## src/rtl/cpu_pkg.sv

```systemverilog
// Shared CPU types: address/word typedefs, fetch FSM states,
// and default fetch constants.
package cpu_pkg;

  typedef logic [31:0] addr_t;
  typedef logic [31:0] word_t;

  typedef enum logic [1:0] {
    S_REQ  = 2'd0,
    S_WAIT = 2'd1,
    S_HOLD = 2'd2
  } fetch_state_e;

  localparam addr_t RESET_PC_DEFAULT = 32'h0000_0000;
  localparam addr_t PC_STEP_DEFAULT  = 32'd4;

endpackage

```

## src/rtl/pc_fetch_unit.sv

```systemverilog
// Fetch stage: holds the PC, issues one imem read at a time and
// presents {pc, pc+step, instr} to decode; accepts branch redirects.
// Ports: clk/rst (sync, active-high); imem_req/addr/rdata/rvalid;
// if_valid/if_pc/if_pc_next/if_instr with id_ready; br_taken/target.
module pc_fetch_unit
  import cpu_pkg::*;
#(
  parameter addr_t RESET_PC = RESET_PC_DEFAULT,
  parameter addr_t PC_STEP  = PC_STEP_DEFAULT
) (
  input  logic        clk,
  input  logic        rst,
  output logic        imem_req,
  output logic [31:0] imem_addr,
  input  logic [31:0] imem_rdata,
  input  logic        imem_rvalid,
  output logic        if_valid,
  output logic [31:0] if_pc,
  output logic [31:0] if_pc_next,
  output logic [31:0] if_instr,
  input  logic        id_ready,
  input  logic        br_taken,
  input  logic [31:0] br_target
);

  fetch_state_e state_q, state_d;
  addr_t        pc_q, pc_d;
  logic         drop_q, drop_d;
  logic         valid_q, valid_d;
  addr_t        if_pc_q, if_pc_d;
  word_t        instr_q, instr_d;

  always_ff @(posedge clk) begin
    if (rst) begin
      state_q <= S_REQ;
      pc_q    <= RESET_PC;
      drop_q  <= 1'b0;
      valid_q <= 1'b0;
      if_pc_q <= RESET_PC;
      instr_q <= '0;
    end else begin
      state_q <= state_d;
      pc_q    <= pc_d;
      drop_q  <= drop_d;
      valid_q <= valid_d;
      if_pc_q <= if_pc_d;
      instr_q <= instr_d;
    end
  end

  always_comb begin
    state_d = state_q;
    pc_d    = pc_q;
    drop_d  = drop_q;
    valid_d = valid_q;
    if_pc_d = if_pc_q;
    instr_d = instr_q;
    if (br_taken) begin
      pc_d    = br_target;
      valid_d = 1'b0;
      unique case (state_q)
        // The request still goes out; its response must be dropped.
        S_REQ: begin
          drop_d  = 1'b1;
          state_d = S_WAIT;
        end
        // Data arriving with the redirect is stale: drop it inline.
        S_WAIT: begin
          if (imem_rvalid) begin
            drop_d  = 1'b0;
            state_d = S_REQ;
          end else begin
            drop_d  = 1'b1;
          end
        end
        S_HOLD:  state_d = S_REQ;
        default: state_d = S_REQ;
      endcase
    end else begin
      unique case (state_q)
        S_REQ: state_d = S_WAIT;
        S_WAIT: begin
          if (imem_rvalid) begin
            if (drop_q) begin
              drop_d  = 1'b0;
              state_d = S_REQ;
            end else begin
              instr_d = imem_rdata;
              if_pc_d = pc_q;
              valid_d = 1'b1;
              state_d = S_HOLD;
            end
          end
        end
        S_HOLD: begin
          if (id_ready) begin
            pc_d    = pc_q + PC_STEP;
            valid_d = 1'b0;
            state_d = S_REQ;
          end
        end
        default: state_d = S_REQ;
      endcase
    end
  end

  assign imem_req   = (state_q == S_REQ) && !rst;
  assign imem_addr  = pc_q;
  assign if_valid   = valid_q;
  assign if_pc      = if_pc_q;
  assign if_pc_next = if_pc_q + PC_STEP;
  assign if_instr   = instr_q;

endmodule

```

## config.mk

```make
export PLATFORM = sky130hd
export DESIGN_NAME = pc_fetch_unit
export DESIGN_NICKNAME = d
export VERILOG_FILES = /design/src/rtl/cpu_pkg.sv /design/src/rtl/pc_fetch_unit.sv
export SDC_FILE = /design/constraint.sdc
export NUM_CORES = 1
export LEC_CHECK = 0
export BUFFER_PORTS_ARGS = -buffer_cell sky130_fd_sc_hd__buf_4
export CAP_MARGIN = 10
export CORE_MARGIN = 8
export CORE_UTILIZATION = 26
export DETAILED_ROUTE_END_ITERATION = 8
export SLEW_MARGIN = 25
export SYNTH_ARGS = -nofsm -noshare
export SYNTH_HDL_FRONTEND = slang
export SYNTH_SLANG_ARGS = --single-unit
```

## constraint.sdc

```tcl
create_clock -name clk -period 2.9 [get_ports clk]
set_input_delay 0.29 -clock clk [delete_from_list [all_inputs] [get_ports clk]]
set_output_delay 0.29 -clock clk [all_outputs]
set_load 0.05 [all_outputs]
```

==> Word level (Yosys, flattened, before mapping) <==
Index checks and enable logic that the tools add are counted.
{ "totals": {"ff_bits": 100, "wordCells": 50, "in_bits": 69, "output_inout_bits": 130} }
{ "classes": {"reduce_logical": 15, "bitwise_logic": 2, "addsub": 2, "mux": 19, "eq_ne": 6} }
{ "op_table": {"columns": ["op", "n"], "rows": [
  ["two-way mux 32 bit", 3],
  ["adder 32 x 3 -> 32 bit (second input constant)", 2],
  ["nonzero test 2 bit", 6],
  ["two-way mux 2 bit", 5],
  ["AND reduction 4 bit", 2],
  ["two-way mux 1 bit", 7],
  ["inequality test 2 bit (second input constant)", 3],
  ["case mux 2 bit (3 select lines)", 1],
  ["case mux 1 bit (2 select lines)", 2],
  ["case mux 2 bit (2 select lines)", 1],
  ["AND reduction 2 bit", 2],
  ["inequality test 3 bit (second input constant)", 1],
  ["AND reduction 3 bit", 1],
  ["== test 2 x 1 -> 1 bit (second input constant)", 1],
  ["== test 2 bit (second input constant)", 1],
  ["zero test 2 bit", 1],
  ["inverter 1 bit", 2],
  ["OR reduction 2 bit", 1],
  ["logical AND 1 bit", 1],
  ["zero test 1 bit", 1]
]} }

==> Logic depth before layout (Yosys ltp) <==
Gate-level depths: netlist (run 1).
{ "depth": {"depth_word": 4, "mapped_depth": 6, "mapped_depth_nobuf": 5} }

==> Least setup slack after synthesis (run 1) <==
Ideal clock, no wire load.
{ "synth_path": {"path_kind": "flip-flop to output port", "startpoint": "register if_pc_q[4], in the netlist if_pc[4]", "endpoint": "output port if_pc_next[31]", "stages_incl_launch_ff": 7, "required_ns": 2.610, "setup_slack_ns": 0.009, "path_buffers": 2, "t_arrival_ns": 2.601, "path_cell_list": "dfxtp_1 -> and4_1 -> clkbuf_1 -> nand4_1 -> clkbuf_1 -> nor4_1 -> xor2_1"} }
{ "synth_via": {"elab_chain_cells": 1} }
{ "synth_rtl": {"columns": ["item", "line", "source"], "rows": [
  ["start, declared", "pc_fetch_unit.sv:30", "addr_t if_pc_q, if_pc_d;"],
  ["start signal, assigned", "pc_fetch_unit.sv:46", "if_pc_q <= if_pc_d;"],
  ["adder 32 x 3 -> 32 bit", "pc_fetch_unit.sv:111", "assign if_pc_next = if_pc_q + PC_STEP;"],
  ["end, declared", "pc_fetch_unit.sv:19", "output logic [31:0] if_pc_next,"]
]} }
Every way passes these cells.

==> Worst setup path after layout (run 1) <==
{ "layout_path": {"startpoint": "register if_pc_q[11], in the netlist if_pc[11]", "endpoint": "output port if_pc_next[28]"} }
Same word-level chain as after synthesis.

==> results.md, run 1 <==
- Status: completed
- Vias/cell: 4.810
- # IOs: 199
- VDD IR-drop max: about 0.00025 V
- Die Span X: 152.6 um
- Crit path launch type: flop
- Final TNS setup: 0 ps
- Met2 WL post-DR: 8500 um
- Slew Limit Fails: 0
- Clk_skew: between 10 and 15 ps
- Routed wire length: 17760 um
- # nets final: 871
- Worst-path cell with the longest stage delay: nor4_1
- Gr usage total: between 10% and 20%
- Synth warn: 0
- Unrepaired setup endpoints after global routing: no
- FF+latch count, synth: 100
- Final Hold Fails: 0
- HP Class: input port to flop
- Final hold slack: 149.0 ps
- First-pass GRT wire length: 27850 um
- Starting density of the core: 26.21%
- Commonest non-fill, non-tap cells in the layout: buf_4, nand2_1, dfxtp_1
- Detailed-route via count: 4993
- N_diodes: 0
- Cell Area, Synth: ~0.0049 mm2
- Max-cap violations: 0
- Core area: 0.01852 mm2
- Yosys cell types: 50
- Initial antenna violation count: 0
- CTS root buffer: clkbuf_16
- Hold_buf cts: 0
- Clock-pin slew on the worst setup and hold paths: ~70 ps
- Worst skew pair latency: 350 ps
- Post-CTS setup buffers: 0
- Vias in the first global route: around 4800
- Iteration count of the initial detailed-routing pass: 4
- DR top layer: met4
- DRT met1 WL: 7702 um
- Core Rows: 50
- Crit. End Element: output port
- Final worst path period need: ~2600 ps
- Gr ovfl total: 0
- DR WL/cell: roughly 17 um
- Commonest non-fill, non-tap cell in the layout: buf_4
- Largest net degree at the start of global routing: 68
- Fillers: around 2000
- Sink Count: 100
- DR DRC count: 0
- Number of flops mapped to enable cells by yosys: 0
- Synth Instances: 620
- Syn nets: 691
- Die height: 152.6 um
- Wire length on met3: about 1300 um
- DRT iter0 DRCs: around 320
- Largest stage delay, worst path: between 400 and 500 ps
- Crit path DAT: 2300 ps
- Area grow syn2layout: 40.19%
- Crit path kind: flop to output port
- H-tree levels: 3
- Fin area: 0.006804 mm2
- Cell Area, Placed: 0.006515 mm2
- Power Dens Cells: 464.3 mW/mm2
- Die area: 0.02329 mm2
- Layout cells sized above 1: 29.48%
- Register area share after synthesis: roughly 41%
- Worst-path fanout max: 11
- CTS max path bufs: 2
- Fmax: 0.3856 GHz
- IO Port Bufs: between 150 and 200
- Main synth FF type: dfxtp_1
- Critical-path cell list: and4_1 > nand4_1 > nor4_1 > xor2_1 > buf_4
- Gp weighted congestion: just over 0.8
- Routed Antenna Nets: 0
- Ys async rst share: 0%
- TritonCTS Buffers: 9
- Post-CTS sizing: 0
- Critical path buffers and inverters: 1
- Worst-Margin Slew: 771.2 ps
- CP required: 2610 ps
- CTS tree: built
- Max-slew headroom: between 40% and 50%
- P_leak: around 0.0028 uW
- Delay-heaviest family, CP: simple AND/OR/NAND/NOR gates
- # setup viols final: 0
- Syn avg cell area: between 7 and 8 um2
- Final worst-path cycle share: 89.44%
- Hpwl dp: 13160 um
[cell usage after synthesis (3+ instances only)]
library cell,number,area [um2]
nand3_1,15,75.07
inv_1,18,67.56
dfxtp_1,100,2002
xnor2_1,19,166.4
and3_1,6,37.54
o21ai_0,10,50.05
nand2_1,154,578.1
nor4_1,9,56.30
clkbuf_1,35,131.4
and4_1,9,78.83
a311oi_1,9,78.83
a21oi_1,72,360.4
a211oi_1,9,67.56
buf_2,3,15.01
xor2_1,20,175.2
a2111oi_0,8,70.07
nor4b_1,8,70.07
nor3_1,15,75.07
clkbuf_8,4,55.05
nor2_1,35,131.4
nor3b_1,6,45.04
and2_1,4,25.02
nand4_1,16,100.1
o21bai_1,4,30.03
[power breakdown]
group	switching (uW)	internal, uW	total [uW]
combinational	356	193	550
clock	532	579	1110
sequential	74.0	1430	1500
total	962	2200	3160
[layout make-up]
cell class              instances  area [um2]  area share [%]
multi-input cells             455        2557           37.59
flip-flops and latches        100        2002           29.42
repair buffers                215        1614           23.72
well taps                     234       292.8           4.303
clock buffers                  11       232.7           3.420
inverters                      19       78.83           1.159
clock inverters                 4       26.28          0.3862
[sequential cells by signal, indices dropped and copies added, names as in the netlist]
name / cells
drop_q: 1
state_q: 2
if_valid: 1
imem_addr: 32
if_instr: 32
if_pc: 32
[layer usage]
metal  GRT usage (%)  vias to the layer above
met5               0                        -
met4           4.524                        0
met3           4.680                       15
met2           24.33                      150
met1           18.31                     2320
li1                -                     2508
[through the flow]
| step | setup WS [ps] | util (%) | instances | total power [uW] |
|---|---|---|---|---|
| floorplan | 9.462 | - | 620 | 1856 |
| global placement | 536.8 | 35.18 | 1019 | 2082 |
| detailed placement | 486.6 | 35.18 | 1019 | 2085 |
| CTS | 100.5 | 36.58 | 1034 | 3204 |
| global route | 10.60 | 36.74 | 1038 | 3299 |
| finish | 306.4 | 36.74 | 1038 | 3159 |
[cell families (layout without fill, tap and decap cells)]
kind of cell | after synthesis | after routing | synth area share, %
buffers and inverters | 65 | 249 | 6.264
AND/OR/NAND/NOR | 294 | 294 | 29.88
XOR/XNOR | 39 | 39 | 7.038
adder cells (fa/ha/maj) | 2 | 2 | 0.5155
multiplexers | 3 | 3 | 0.6445
AO/OA/AOI/OAI | 117 | 117 | 14.41
flip-flops | 100 | 100 | 41.25
[worst paths after layout]
check                            startpoint                          to  slack [ps]  depth (start not counted)
setup / recovery     if_pc[11]$_SDFFE_PP0P_              if_pc_next[28]         310                          5
hold / removal                  imem_rvalid     state_q[0]$_SDFFE_PP0P_         150                          2
setup reg to reg  imem_addr[2]$_SDFFE_PP0P_  imem_addr[22]$_SDFFE_PP0P_         580                          5
hold reg to reg   if_instr[20]$_SDFFE_PP0P_   if_instr[20]$_SDFFE_PP0P_         460                          2
Note: power is estimated with default switching activity, not from simulation.
==> run 2, diff against run 1 <==
--- a/config.mk
+++ b/config.mk
@@ -7,6 +7,7 @@
 export LEC_CHECK = 0
 export BUFFER_PORTS_ARGS = -buffer_cell sky130_fd_sc_hd__buf_4
 export CAP_MARGIN = 10
+export CORE_ASPECT_RATIO = 0.8
 export CORE_MARGIN = 8
 export CORE_UTILIZATION = 26
 export DETAILED_ROUTE_END_ITERATION = 8
==> run 2 against run 1 <==
- clock-buffer cell count down 1
- largest cell class unchanged
- critical endpoint unchanged
- power grew 2.6%
- first-iteration DRC count rose by 25%
- die area up 0.12%
- utilization increased by 0.58 points
==> results.md, run 2 (synthesis gave the netlist of run 1 again) <==
- Die area: 0.02332 mm2
- Worst-path cell with the longest stage delay: nor4_1
- Slew Limit Fails: 0
- Routed wire length: approximately 18000 um
- Gr ovfl total: 0
- Clk_skew: 15.10 ps
- Crit path kind: flop to output port
- R2R cell count: 5
- Hold depth: 2
- R2R Path End: imem_addr[22]$_SDFFE_PP0P_
- Starting density of the core: a little over a quarter
- Final Hold Fails: 0
- Post-CTS setup buffers: 0
- Hold_buf cts: 0
- Busiest grt layer: met2
- Worst-Margin Slew: 710.6 ps
- Unrepaired setup endpoints after global routing: no
- Vias in the first global route: 4886
- Worst-path fanout max: 11
- Detailed-route via count: 4985
- Commonest non-fill, non-tap cell in the layout: buf_4
- Fillers: 1937
- Pwr Total: 3242 uW
- Critical-path cell list: and4_1 > nand4_1 > nor4_1 > xor2_1 > buf_4
- DR DRC count: 0
- TritonCTS Buffers: 9
- VDD IR-drop max: 0.0002500 V
- Initial antenna violation count: 0
- Area grow syn2layout: 40.14%
- Largest net degree at the start of global routing: 65
- Met2 Use GR: 22.84%
- Iteration count of the initial detailed-routing pass: 5
- CTS root buffer: clkbuf_16
- Worst Min Path Start: imem_rvalid
- Reg2reg setup slack: 630 ps
- Layout cells sized above 1: approximately 29%
- P_leak: around 0.0028 uW
- Routed Antenna Nets: 0
- Gr usage total: 14.81%
- Delay-heaviest family, CP: simple AND/OR/NAND/NOR gates
- Fmax: 0.3802 GHz
- N_diodes: 0
- Clock-pin slew on the worst setup and hold paths: 70 ps
- IO Port Bufs: around 200
- Crit path launch type: flop
- Fin area: 0.006802 mm2
- CTS max path bufs: 2
- Crit path DAT: about 2300 ps
- Status: completed
- Final worst path period need: ~2600 ps
- Final Core Density: 37.32%
- Cell Area, Placed: approximately 0.0065 mm2
- Critical path buffers and inverters: 1
- Final TNS setup: 0 ps
- CP required: approximately 2600 ps
- First-pass GRT wire length: 27920 um
- # nets final: 860
- R2R Path Start: imem_addr[2]$_SDFFE_PP0P_
- Vias/cell: 4.770
- Sink Count: 100
- Die height: 138.2 um
- Core area: 0.01822 mm2
- Post-CTS sizing: 0
- Worst skew pair latency: 350 ps
- Met3 GRT Util: 6.743%
- Commonest non-fill, non-tap cells in the layout: buf_4, nand2_1, dfxtp_1
- H-tree levels: 3
- Power Dens Cells: approximately 480 mW/mm2
- Hold worst-path end: state_q[0]$_SDFFE_PP0P_
- Hpwl dp: about 13000 um
- HP Class: input port to flop
- # IOs: approximately 200
- CTS tree: built
- Largest stage delay, worst path: 470 ps
- Final worst-path cycle share: 90.70%
- # setup viols final: 0
- Core Rows: 44
- Die Span X: around 170 um
- Gp weighted congestion: 0.7988
- Met1 Use GR: 18.88%
- DRT iter0 DRCs: just under 400
- Crit. End Element: output port
- Max-slew headroom: around 53%
- DR WL/cell: 16.77 um
- Max-cap violations: 0
- Final hold slack: approximately 140 ps
[run 2: cell count changes in the layout (fill, tap and decap cells not counted)]
| cell | before | now |
|---|---|---|
| buf_12 | 0 | 2 |
| clkbuf_8 | 0 | 1 |
| clkinv_4 | 0 | 1 |
| buf_4 | 215 | 202 |
| inv_6 | 1 | 0 |
| bufinv_16 | 0 | 1 |
| clkinv_2 | 2 | 1 |
| clkbuf_1 | 2 | 0 |
[run 2: per-stage QoR]
step / cells / worst slack [ps]
floorplan: 620 / 9.462
CTS: 1044 / 131.7
global route: 1045 / 10.93
global placement: 1030 / 605.0
finish: 1045 / 269.7
detailed placement: 1030 / 550.4
[run 2: metal layers]
metal / share of wire (%) / routed length, um / up-vias
li1: - / - / 2487
met1: 45 / 7822 / 2308
met2: 44 / 7752 / 186
met3: 11 / 1893 / 4
met4: 0.33 / 58 / 0
met5: 0 / 0 / -
[run 2: power breakdown]
part	switching, uW	leakage, uW	internal [uW]
clock	516	0.000140	683
sequential	76.0	0.000816	1430
combinational	351	0.00183	191
total	943	0.00278	2300
[run 2: cell type report]
cell class | instances | area (um2) | share of cell area (%)
sequential | 100 | 2002 | 29.43
clock buffer | 10 | 239.0 | 3.514
multi-input combinational | 455 | 2557 | 37.60
inverter | 19 | 78.83 | 1.159
timing repair buffer | 204 | 1556 | 22.88
clock inverter | 4 | 51.30 | 0.7542
tap | 253 | 316.6 | 4.654
[run 2: worst max-delay path by stage]
stage / from / end / depth (start not counted) / slack (ps)
final: if_pc[11]$_SDFFE_PP0P_ / if_pc_next[28] / 5 / 270
after global routing: if_pc[12]$_SDFFE_PP0P_ / if_pc_next[28] / 5 / 10
after CTS: if_pc[4]$_SDFFE_PP0P_ / if_pc_next[20] / 5 / 130
after detailed placement: if_pc[4]$_SDFFE_PP0P_ / if_pc_next[20] / 5 / 550
after global placement: if_pc[4]$_SDFFE_PP0P_ / if_pc_next[28] / 5 / 610
after floorplan: if_pc[4]$_SDFFE_PP0P_ / if_pc_next[31] / 6 / 9
==> run 3, diff against run 2 <==
==> constraint.sdc (replaced) <==
create_clock -name clk -period 2.5 [get_ports clk]
set_input_delay 0.25 -clock clk [delete_from_list [all_inputs] [get_ports clk]]
set_output_delay 0.25 -clock clk [all_outputs]
set_load 0.05 [all_outputs]
==> run 3 against run 2 <==
- clock-buffer cell count unchanged
- global-route usage increased by 0.23 points
- non-clock buffer count increased by 15
- largest power group unchanged
==> results.md, run 3 (synthesis gave the netlist of run 1 again) <==
- R2R cell count: 5
- Final worst path period need: 2393 ps
- Vias/cell: approximately 4.8
- N_diodes: 0
- Worst Min Path Start: imem_rvalid
- Clk_skew: 9.776 ps
- Fillers: 1936
- Die Span X: 168.8 um
- Gp weighted congestion: approximately 0.84
- Worst skew pair latency: 350 ps
- Detailed-route via count: 5104
- Non-Filler Instances: 1059
- Largest stage delay, worst path: about 400 ps
- # nets final: 875
- Commonest non-fill, non-tap cell in the layout: buf_4
- Layout cells sized above 1: 32.26%
- DR DRC count: 0
- Crit. End Element: output port
- Area grow syn2layout: 44.68%
- CTS tree: built
- Slew Limit Fails: 0
- P_leak: 0.002860 uW
- Crit path launch type: flop
- First-pass GRT wire length: 27930 um
- Setup ws final: 107.2 ps
- Max-slew headroom: 51.46%
- Hold_buf cts: 0
- Crit path DAT: roughly 2100 ps
- R2R Path End: imem_addr[22]$_SDFFE_PP0P_
- Core Rows: 44
- Die height: 138.2 um
- R2R Path Start: imem_addr[2]$_SDFFE_PP0P_
- Hold worst-path end: state_q[0]$_SDFFE_PP0P_
- Sw Share: 28.75%
- Max-cap violations: 0
- Post-place setup slack: 250.2 ps
- CTS max path bufs: 2
- Largest net degree at the start of global routing: 65
- Worst-path fanout max: 10
- Worst-path cell with the longest stage delay: dfxtp_1
- Iteration count of the initial detailed-routing pass: 5
- # setup viols final: 0
- Crit path kind: flop to output port
- Clock-pin slew on the worst setup and hold paths: approximately 70 ps
- Critical-path cell list: ha_1 > nand4_1 > buf_4 > nor4_1 > xor2_2 > buf_4
- CP required: 2250 ps
- Power Dens Cells: between 500 and 600 mW/mm2
- Final Hold Fails: 0
- IO Port Bufs: just under 200
- Clock network fraction of total power: between 30% and 40%
- DR WL/cell: 17.19 um
- Unrepaired setup endpoints after global routing: no
- Sink Count: 100
- Switching Power: 1109 uW
- Commonest non-fill, non-tap cells in the layout: buf_4, nand2_1, dfxtp_1
- Core area: roughly 0.018 mm2
- Routed wire length: 18210 um
- Gr usage total: 15.04%
- Reg2reg setup slack: 320 ps
- Gate power share: 17.3%
- Gr ovfl total: 0
- # IOs: a little under 200
- Placed cell count: 1045
- Vias in the first global route: between 4000 and 5000
- Routed Antenna Nets: 0
- Status: completed
- Worst-Margin Slew: 728.2 ps
- Most common cell on crit path: buf_4
- DRT iter0 DRCs: between 400 and 500
- Reg power frac: between 40 and 50%
- Hpwl dp: ~14000 um
- Fmax: 0.4179 GHz
- Die area: 0.02332 mm2
- Starting density of the core: a little over a quarter
- Hold depth: 2
- Internal power: 2749 uW
- Initial antenna violation count: 0
- TritonCTS Buffers: 9
- CTS root buffer: clkbuf_16
- H-tree levels: 3
- HP Class: input port to flop
- VDD IR-drop max: roughly 0.00038 V
- Final worst-path cycle share: 95.71%
- Final TNS setup: 0 ps
run 3: through the flow:
stage               util (%)  hold slack [ps]  power [uW]  area [um2]
floorplan                  -            348.5        2155        4945
global placement       36.81            442.8        2434        6708
detailed placement     36.81            447.2        2437        6708
CTS                    38.53            81.27        3904        7022
global route           38.53            80.37        4013        7022
finish                 38.53            94.60        3859        7022
run 3: worst max path at each step:
stage	slack [ps]	endpoint	start	cells after the start
final	110	if_pc_next[20]	if_pc[2]$_SDFFE_PP0P_	6
after global routing	0.4	if_pc_next[20]	if_pc[2]$_SDFFE_PP0P_	6
after CTS	90	if_pc_next[20]	if_pc[2]$_SDFFE_PP0P_	6
after detailed placement	250	if_pc_next[28]	if_pc[13]$_SDFFE_PP0P_	5
after global placement	270	if_pc_next[28]	if_pc[13]$_SDFFE_PP0P_	5
after floorplan	10	if_pc_next[31]	if_pc[13]$_SDFFE_PP0P_	5
run 3: power groups by stage:
stage | Clock [uW] | Sequential [uW] | Combinational [uW]
after floorplan | 0 | 1950 | 207
after detailed placement | 0 | 1760 | 672
after global routing | 1560 | 1740 | 712
after CTS | 1500 | 1730 | 673
final | 1460 | 1730 | 666
after global placement | 0 | 1760 | 671
run 3: layer usage:
metal	vias to the layer above	GRT usage (%)	share of wire, %
li1	2497	-	-
met1	2394	19.35	44
met2	200	22.62	43
met3	13	7.283	11
met4	0	2.486	0.91
met5	-	0	0
run 3: area by class of cell:
type	instances	area, um2	area share (%)
inverter	19	78.83	1.123
sequential	100	2011	28.64
timing repair buffer	219	1669	23.77
tap	253	316.6	4.508
multi-input combinational	455	2653	37.78
clock inverter	3	65.06	0.9266
clock buffer	10	229.0	3.261
run 3: what timing repair did:
| item | 4_1_cts | 5_1_grt |
|---|---|---|
| gates resized for setup | 2 | 0 |
| setup endpoints to repair | 4 | 0 |
| buffers inserted | 1 | 0 |
run 3: critical path, delay by kind of cell (launching register included):
family                   cells  cell delay, ps
XOR/XNOR                     1             200
adder cells (fa/ha/maj)      1             290
buffers and inverters        2             420
flip-flops                   1             400
AND/OR/NAND/NOR              2             480
